$ cat src/rtl/fetch_decode_queue.sv
// ============================================================================
// Module   : fetch_decode_queue
// Brief    : Fetch-to-decode instruction buffer carrying branch-prediction metadata.
// Revision : 1.0 - initial release
// ============================================================================
`default_nettype none

package mmm_pkg;
  localparam int XLEN = 32;
  localparam int ILEN = 32;
  localparam int HLEN = 8;
endpackage

module fetch_decode_queue
  import mmm_pkg::*;
#(
  parameter int DEPTH = 4
) (
  input  logic                     clk_i,
  input  logic                     rst_i,
  input  logic                     flush_i,
  input  logic                     issue_valid_i,
  output logic                     issue_ready_o,
  input  logic [ILEN-1:0]          instruction_i,
  input  logic [XLEN-1:0]          pred_pc_i,
  input  logic [HLEN-1:0]          pred_index_i,
  input  logic [XLEN-1:0]          pred_target_i,
  input  logic                     pred_taken_i,
  output logic                     dec_valid_o,
  input  logic                     dec_ready_i,
  output logic [ILEN-1:0]          instruction_o,
  output logic [XLEN-1:0]          pred_pc_o,
  output logic [HLEN-1:0]          pred_index_o,
  output logic [XLEN-1:0]          pred_target_o,
  output logic                     pred_taken_o,
  output logic [$clog2(DEPTH):0]   count_o
);

  localparam int c_PTR_W = $clog2(DEPTH);
  localparam int c_CNT_W = c_PTR_W + 1;
  localparam logic [c_CNT_W-1:0] c_FULL = c_CNT_W'(DEPTH);

  logic [ILEN-1:0]    r_instr  [DEPTH];
  logic [XLEN-1:0]    r_pc     [DEPTH];
  logic [HLEN-1:0]    r_index  [DEPTH];
  logic [XLEN-1:0]    r_target [DEPTH];
  logic               r_taken  [DEPTH];
  logic [c_PTR_W-1:0] r_wr_ptr;
  logic [c_PTR_W-1:0] r_rd_ptr;
  logic [c_CNT_W-1:0] r_count;

  logic w_full;
  logic w_empty;
  logic w_push;
  logic w_pop;

  // Occupancy alone decides full/empty, so pointer wrap needs no extra bit.
  assign w_full  = (r_count == c_FULL);
  assign w_empty = (r_count == '0);

  assign issue_ready_o = ~w_full & ~flush_i & ~rst_i;
  assign dec_valid_o   = ~w_empty & ~flush_i & ~rst_i;

  assign w_push = issue_valid_i & issue_ready_o;
  assign w_pop  = dec_valid_o & dec_ready_i;

  assign instruction_o = r_instr[r_rd_ptr];
  assign pred_pc_o     = r_pc[r_rd_ptr];
  assign pred_index_o  = r_index[r_rd_ptr];
  assign pred_target_o = r_target[r_rd_ptr];
  assign pred_taken_o  = r_taken[r_rd_ptr];
  assign count_o       = r_count;

  always_ff @(posedge clk_i) begin
    if (rst_i) begin
      r_wr_ptr <= '0;
      r_rd_ptr <= '0;
      r_count  <= '0;
      for (int i = 0; i < DEPTH; i++) begin
        r_instr[i]  <= '0;
        r_pc[i]     <= '0;
        r_index[i]  <= '0;
        r_target[i] <= '0;
        r_taken[i]  <= 1'b0;
      end
    end else if (flush_i) begin
      r_wr_ptr <= '0;
      r_rd_ptr <= '0;
      r_count  <= '0;
    end else begin
      if (w_push) begin
        r_instr[r_wr_ptr]  <= instruction_i;
        r_pc[r_wr_ptr]     <= pred_pc_i;
        r_index[r_wr_ptr]  <= pred_index_i;
        r_target[r_wr_ptr] <= pred_target_i;
        r_taken[r_wr_ptr]  <= pred_taken_i;
        r_wr_ptr           <= r_wr_ptr + 1'b1;
      end
      if (w_pop) begin
        r_rd_ptr <= r_rd_ptr + 1'b1;
      end
      if (w_push && !w_pop) begin
        r_count <= r_count + 1'b1;
      end else if (w_pop && !w_push) begin
        r_count <= r_count - 1'b1;
      end
    end
  end

endmodule

`default_nettype wire

$ cat config.mk
export PLATFORM = sky130hd
export DESIGN_NAME = fetch_decode_queue
export DESIGN_NICKNAME = d
export VERILOG_FILES = /design/src/rtl/fetch_decode_queue.sv
export SDC_FILE = /design/constraint.sdc
export NUM_CORES = 1
export LEC_CHECK = 0
export ABC_AREA = 1
export CAP_MARGIN = 25
export CORE_MARGIN = 5
export CORE_UTILIZATION = 49
export DETAILED_ROUTE_END_ITERATION = 12
export PLACE_DENSITY = 0.71
export REMOVE_ABC_BUFFERS = 1
export SETUP_SLACK_MARGIN = 0.4
export SYNTH_ARGS = -nofsm -noshare
export SYNTH_HDL_FRONTEND = slang
export SYNTH_SLANG_ARGS = --single-unit
$ cat constraint.sdc
create_clock -name clk_i -period 12.1 [get_ports clk_i]
set_clock_uncertainty 0.1 [all_clocks]
set_input_delay 1.21 -clock clk_i [delete_from_list [all_inputs] [get_ports clk_i]]
set_output_delay 1.21 -clock clk_i [all_outputs]
set_load 0.01 [all_outputs]
### Yosys cells after proc, flatten, opt, wreduce, memory -nomap -nowiden

Memories as Yosys holds them, arrays and structs flattened. A register that Yosys moved wholly into a read port is not among the register bits.
Cells that the tools add are included.
Widths: inputs -> output; s select.

* output and inout bits: 110
* memory bits (writable): 420
* memory bits (read-only): 0
* memories: 5
* bits in registers: 7
* input port bits: 110
* latch bits: 0
* logic and storage cells: 68

* shift-type cells: 0
* bitwise logic cells: 10
* multiplexer cells: 33
* equal/unequal tests: 1
* multipliers: 0
* add/sub/neg operators: 4
* reduce and logical (&&, ||, !) cells: 12
* magnitude comparators: 0
* divide/modulo/power cells: 0

Memories
* r_instr: words 4, width 32, read ports 1, clocked after memory_dff 1, wr ports 4, RTL line 43 `logic [ILEN-1:0] r_instr [DEPTH];`
* r_pc: words 4, width 32, read ports 1, clocked after memory_dff 1, wr ports 4, RTL line 44 `logic [XLEN-1:0] r_pc [DEPTH];`
* r_target: words 4, width 32, read ports 1, clocked after memory_dff 1, wr ports 4, RTL line 46 `logic [XLEN-1:0] r_target [DEPTH];`
* r_index: words 4, width 8, read ports 1, clocked after memory_dff 1, wr ports 4, RTL line 45 `logic [HLEN-1:0] r_index [DEPTH];`
* r_taken: words 4, width 1, read ports 1, clocked after memory_dff 1, wr ports 4, RTL line 47 `logic r_taken [DEPTH];`

Operators by type and width (number)
* $mux 32: 3
* $reduce_or 32->1: 3
* $mux 2: 15
* $mux 1: 12
* $mux 8: 1
* $reduce_or 8->1: 1
* $and 1x1->1: 6
* $mux 3: 2
* $add 2x1->2 const B: 2
* $not 1->1: 4
* $add 3x1->3 const B: 1
* $eq 3x3->1 const B: 1
* $logic_not 3->1: 1
* $sub 3x1->3 const B: 1
* $logic_and 1x1->1: 2
* $logic_not 1->1: 2
* $reduce_bool 2->1: 1
* $reduce_or 2->1: 1
* $reduce_or 1->1: 1

### Depth between registers and ports, before layout

Gate-level depths: netlist (run 1).

* depth after elaboration: 11
* gate-level depth with buffers: 13
* depth with buffers taken out: 13

### Worst setup path after synthesis (run 1)

OpenSTA, ideal clock, no wires.

* path kind: in2reg
* from: in flush_i
* to: mem r_index[1][0], enable pin
* library setup time: 714 ps
* path buffers: 2
* arrival: 9167 ps
* required time: 11286 ps
* stages on the path: 5
* slack: 2120 ps
* cell sequence: nor2_4 nand3_2 buf_6 buf_6 o21ai_0

RTL lines
* from (decl): RTL line 21 `input logic flush_i,`
* to (decl): RTL line 45

==> metrics, run 1 <==
Cell Area, Placed 21,600 um^2; leak pwr 8.30 nW; core area 38,600 um^2; Clk pin slew, worst setup/hold paths 0.06 ns; Die X 208 um; detailed placer's ending HPWL 25,400 um; Final setup viols 0; top-level port count 220; TritonRoute pass-1 iters 6; hold path cells 2; CTS Root Cell clkbuf_16; syn avg cell area 10.9 um^2; final worst-path cycle share 44.5%; hold_ws 0.418 ns; GR Overflow Total 0; post-CTS sizing 0; largest net degree at the start of global routing 110; Bufs on Longest Clock Path 3; total power 3.24 mW; Routed Antenna Nets 0; # clock sinks 429; number of distinct library cells after synthesis 22; final std cells w/o fill 2,479; Cells after Synth 1,761; first-pass GRT wire length 73,700 um; post-route minimum period 5.39 ns; fill cell count 3,113; GP Congestion 0.762; synthesis-to-layout area growth 20.0%; Final Slew Violations 0; Core Util, Final 59.5%; final worst slack 6.71 ns; NumNets Final 2,043; Setup WS pre-CTS 6.31 ns; # Post-CTS Setup Buffers 0; Critical Path Source Type register; clk_lat worst skew 0.53 ns; wire per inst 18.9 um; worst vdd ir 96.9 uV; Vias 13,300; Worst EP arrival 4.08 ns; layout cell share with drive strength beyond 1 13.0%; DRC 0; Total Neg Setup Slack 0 ns; Seq/Total Area, Yosys 66.8%; vias in the first global route 13,500; status finished clean; path depth of the worst reg2reg path 7; Starting Density 49.5%; Fin. Hold Viols 0; yosys synthesis warning count 0; All-Layer GR Usage 21.2%; Initial DRC Count 1,054; synthesized area 19,100 um^2; Ant. Diodes 0; max frequency 186 MHz; number of antenna violations at the first check in global routing 1; MaxCap Viol Count 0; Die H 208 um; crit path to instruction_o[20]; H-tree lvl count 2; endpoint class of the critical path output port; CTS tree yes; Vias/cell 5.37; r2r startpoint count_o[0]$_SDFFE_PP0P_; Required @ worst endpoint 10.79 ns; TritonCTS Buffers 43; dpl cells 2,403; design area 23,000 um^2; # rows 72; die area 43,100 um^2; Seq cells post-synth 429; R2R setup slack 7.63 ns; worst slew pin tran 0.962 ns; port bufs 219; RSZ-0062 raised after global routing no; kind of critical path register to output port; Routed WL 46,900 um; P per Cell Area 141 nW/um^2; CP max FO 82; Worst Hold Class register to register; CTS Hold Buffers Added 0; Critical R2R Capture r_instr[0][15]$_SDFFCE_PN0P_; Slew HR 35.8%
[cells in the final DEF, fill, tap and decap left out, types with 3 or more instances in the layout]
cell type	instances
clkinv_1	10
nor2_2	5
inv_2	85
nor2_1	552
clkdlybuf4s50_1	219
clkinv_2	5
a21oi_1	6
inv_1	138
nand2_1	19
clkbuf_16	45
nand2_4	3
o21ai_0	210
o22ai_1	105
buf_4	18
nand4_1	3
nor2_4	82
clkbuf_1	12
dfxtp_1	7
edfxtp_1	420
[state kept, by name, summed over array words and instances (netlist names), named ones only]
name / flops
r_taken: 4
count_o: 3
r_instr: 128
r_index: 32
r_rd_ptr: 2
r_pc: 128
r_target: 128
r_wr_ptr: 2
[cell usage after synthesis]
library cell | instances | area, um^2
fa_1 | 1 | 20.0
edfxtp_1 | 420 | 12600
inv_1 | 140 | 526
o22ai_1 | 105 | 657
nand3_1 | 2 | 10.0
buf_4 | 1 | 7.51
inv_2 | 85 | 319
nor2_2 | 5 | 31.3
buf_1 | 2 | 7.51
nor2_1 | 553 | 2080
nand2_1 | 22 | 82.6
clkbuf_1 | 69 | 259
buf_6 | 15 | 169
nand3_2 | 2 | 20.0
nand4_1 | 3 | 18.8
xor2_1 | 1 | 8.76
buf_2 | 26 | 130
dfxtp_1 | 9 | 180
o21ai_0 | 212 | 1060
ha_1 | 1 | 12.5
nor2_4 | 81 | 912
a21oi_1 | 6 | 30.0
[metal layers]
metal  global-route usage (%)  wire length (um)  vias up
met5                        0                 7        -
met4                     5.01               859        2
met3                     3.96              3220       57
met2                     35.5             22900      472
met1                     29.2             19900     6558
li1                         -                 -     6233
[cell families (layout without fill, tap and decap cells)]
group / Yosys count / after routing / synth area share, %
AOI/OAI and AO/OA: 323 / 323 / 9.13
xor gates and xnor gates: 1 / 1 / 0.0457
adders and majority gates: 2 / 2 / 0.170
and+or+nand+nor: 668 / 668 / 16.5
buffers and inverters: 338 / 538 / 7.40
DFF: 429 / 429 / 66.8
[worst max-delay path, cell delays in order, from the launching register on]
cell	delay (ns)
dfxtp_4	0.77
buf_4	0.69
buf_4	0.78
o21ai_0	0.20
o22ai_1	0.38
clkdlybuf4s50_1	0.62
[worst min path at each step]
| stage | from | to | slack (ns) |
|---|---|---|---|
| floorplan | r_wr_ptr[0]$_SDFFE_PP0P_ | r_wr_ptr[0]$_SDFFE_PP0P_ | 0.37 |
| global placement | r_rd_ptr[1]$_SDFFE_PP0P_ | register | 0.41 |
| detailed placement | r_rd_ptr[1]$_SDFFE_PP0P_ | register | 0.41 |
| CTS | r_rd_ptr[1]$_SDFFE_PP0P_ | register | 0.42 |
| global route | r_rd_ptr[1]$_SDFFE_PP0P_ | register | 0.43 |
| finish | r_rd_ptr[1]$_SDFFE_PP0P_ | register | 0.42 |
[report_power, final]
group / switching [mW] / leakage [nW] / total (mW) / internal (mW)
Clock: 0.527 / 0.643 / 1.26 / 0.731
Sequential: 0.0194 / 4.39 / 1.73 / 1.71
Combinational: 0.152 / 3.27 / 0.256 / 0.103
Total: 0.699 / 8.30 / 3.24 / 2.54
[final cells by class]
class                           instances  area (um^2)  area share [%]
Clock inverter                         16          118           0.512
Sequential cell                       429        12800            55.7
Clock buffer                           59         1200            5.22
Tap cell                              518          648            2.82
Multi-Input combinational cell        994         5010            21.8
Timing Repair Buffer                  238         2350            10.2
Inverter                              225          851            3.70
(Power assumes the default switching activity.)
==> inputs of run 2 (changes only) <==
- clock period: 12.1 -> 5.2 ns (I/O delays scaled with it)
==> metrics, run 2 (synthesis gave the netlist of run 1 again) <==
Routed WL 47,000 um; Ant. Diodes 0; RSZ-0062 raised after global routing no; GR Overflow Total 0; number of antenna violations at the first check in global routing 0; worst slew pin tran 1.22 ns; port bufs 219; max frequency 251 MHz; TritonRoute pass-1 iters 7; final worst slack 1.21 ns; top-level port count 220; most common cell after layout, fill and taps aside nor2_1; TritonCTS Buffers 44; crit path cell chain clkinv_2 -> buf_4 -> o21ai_0 -> o22ai_1 -> clkdlybuf4s50_1; Vias 13,200; Buf/Inv on CP 3; MaxCap Viol Count 0; commonest non-fill, non-tap cells in the layout nor2_1, edfxtp_1, clkdlybuf4s50_1; Die H 208 um; multi-input logic area 5010 um^2; post-CTS sizing 0; All-Layer GR Usage 21.2%; # clock sinks 429; Initial DRC Count 1,146; NumNets Final 2,047; H-tree lvl count 2; final worst-path cycle share 76.6%; DRC 0; kind of critical path register to output port; P per Cell Area 330 nW/um^2; # rows 72; Worst Hold Class register to register; Bufs on Longest Clock Path 3; CP delay by family, top buffers and inverters; Worst EP arrival 3.37 ns; total power 7.61 mW; Routed Antenna Nets 0; largest net degree at the start of global routing 211; Final Slew Violations 0; Slew HR 18.7%; die area 43,100 um^2; Die X 208 um; first-pass GRT wire length 73,300 um; hold_ws 0.444 ns; Required @ worst endpoint 4.58 ns; Sequential Area 12,800 um^2; endpoint class of the critical path output port; top flop regs r_instr: 128 flops, r_pc: 128 flops, r_target: 128 flops; # Post-CTS Setup Buffers 0; Critical Path Source Type register; core area 38,600 um^2; CTS Root Cell clkbuf_16; CTS Hold Buffers Added 0; vias in the first global route 13,200; CTS tree yes; Final setup viols 0; Fin. Hold Viols 0; synthesis-to-layout area growth 20.5%; status finished clean; wire per inst 18.9 um; Core Util, Final 59.7%; Crit-path slowest cell clkinv_2; GP Congestion 0.772; layout cell share with drive strength beyond 1 13.7%; CP max FO 54; worst vdd ir 195 uV; clk_lat worst skew 0.54 ns; Starting Density 49.5%; fill cell count 3,109; post-route minimum period 3.99 ns; CP peak stage delay 0.82 ns; detailed placer's ending HPWL 26,400 um; Setup WS pre-CTS 1.65 ns; Clk pin slew, worst setup/hold paths 0.06 ns; leak pwr 8.35 nW; Vias/cell 5.30
[run 2: through the flow]
step / setup TNS [ns] / area, um^2 / std cells
6_report: 0 / 23100 / 2485
5_1_grt: 0 / 23100 / 2485
4_1_cts: 0 / 23100 / 2485
3_5_place_dp: 0 / 21700 / 2407
3_3_place_gp: 0 / 21700 / 2407
2_1_floorplan: -2952.87 / 18600 / 1648
[run 2: path summary, 6_finish.rpt]
kind / startpoint / to / slack [ns] / depth (start not counted)
worst min-delay path: r_wr_ptr[1]$_SDFFE_PP0P_ / r_wr_ptr[1]$_SDFFE_PP0P_ / 0.44 / 2
worst max-delay path: register / pred_target_o[28] / 1.21 / 5
worst min register to register: r_wr_ptr[1]$_SDFFE_PP0P_ / r_wr_ptr[1]$_SDFFE_PP0P_ / 0.44 / 2
worst max register to register: count_o[0]$_SDFFE_PP0P_ / r_instr[2][31]$_SDFFCE_PN0P_ / 2.15 / 8
[run 2: report_power, final]
part	switching, mW	internal [mW]	total, mW
logic	0.354	0.246	0.600
clock network	1.26	1.72	2.99
registers	0.0459	3.98	4.02
total	1.66	5.94	7.61
[run 2: worst reg2reg max path: cells and delay by family (launching register included)]
family	cells	cell delay [ns]
buffers and inverters	3	1.66
AND/OR/NAND/NOR	5	0.64
flip-flops	1	0.37
[run 2: layout make-up]
type | instances | share of cell area [%]
tap | 518 | 2.81
sequential | 429 | 55.5
inverter | 225 | 3.69
timing repair buffer | 241 | 10.5
multi-input combinational | 994 | 21.7
clock inverter | 29 | 0.922
clock buffer | 49 | 4.94
[run 2: layer usage]
| layer | share of wire (%) | wire, um | GRT usage (%) | up-vias |
|---|---|---|---|---|
| met5 | 0 | 0 | 0 | - |
| met4 | 1.3 | 618 | 4.39 | 0 |
| li1 | - | - | - | 6255 |
| met2 | 48 | 22800 | 35.5 | 488 |
| met3 | 6.9 | 3260 | 2.98 | 52 |
| met1 | 43 | 20300 | 30.0 | 6382 |
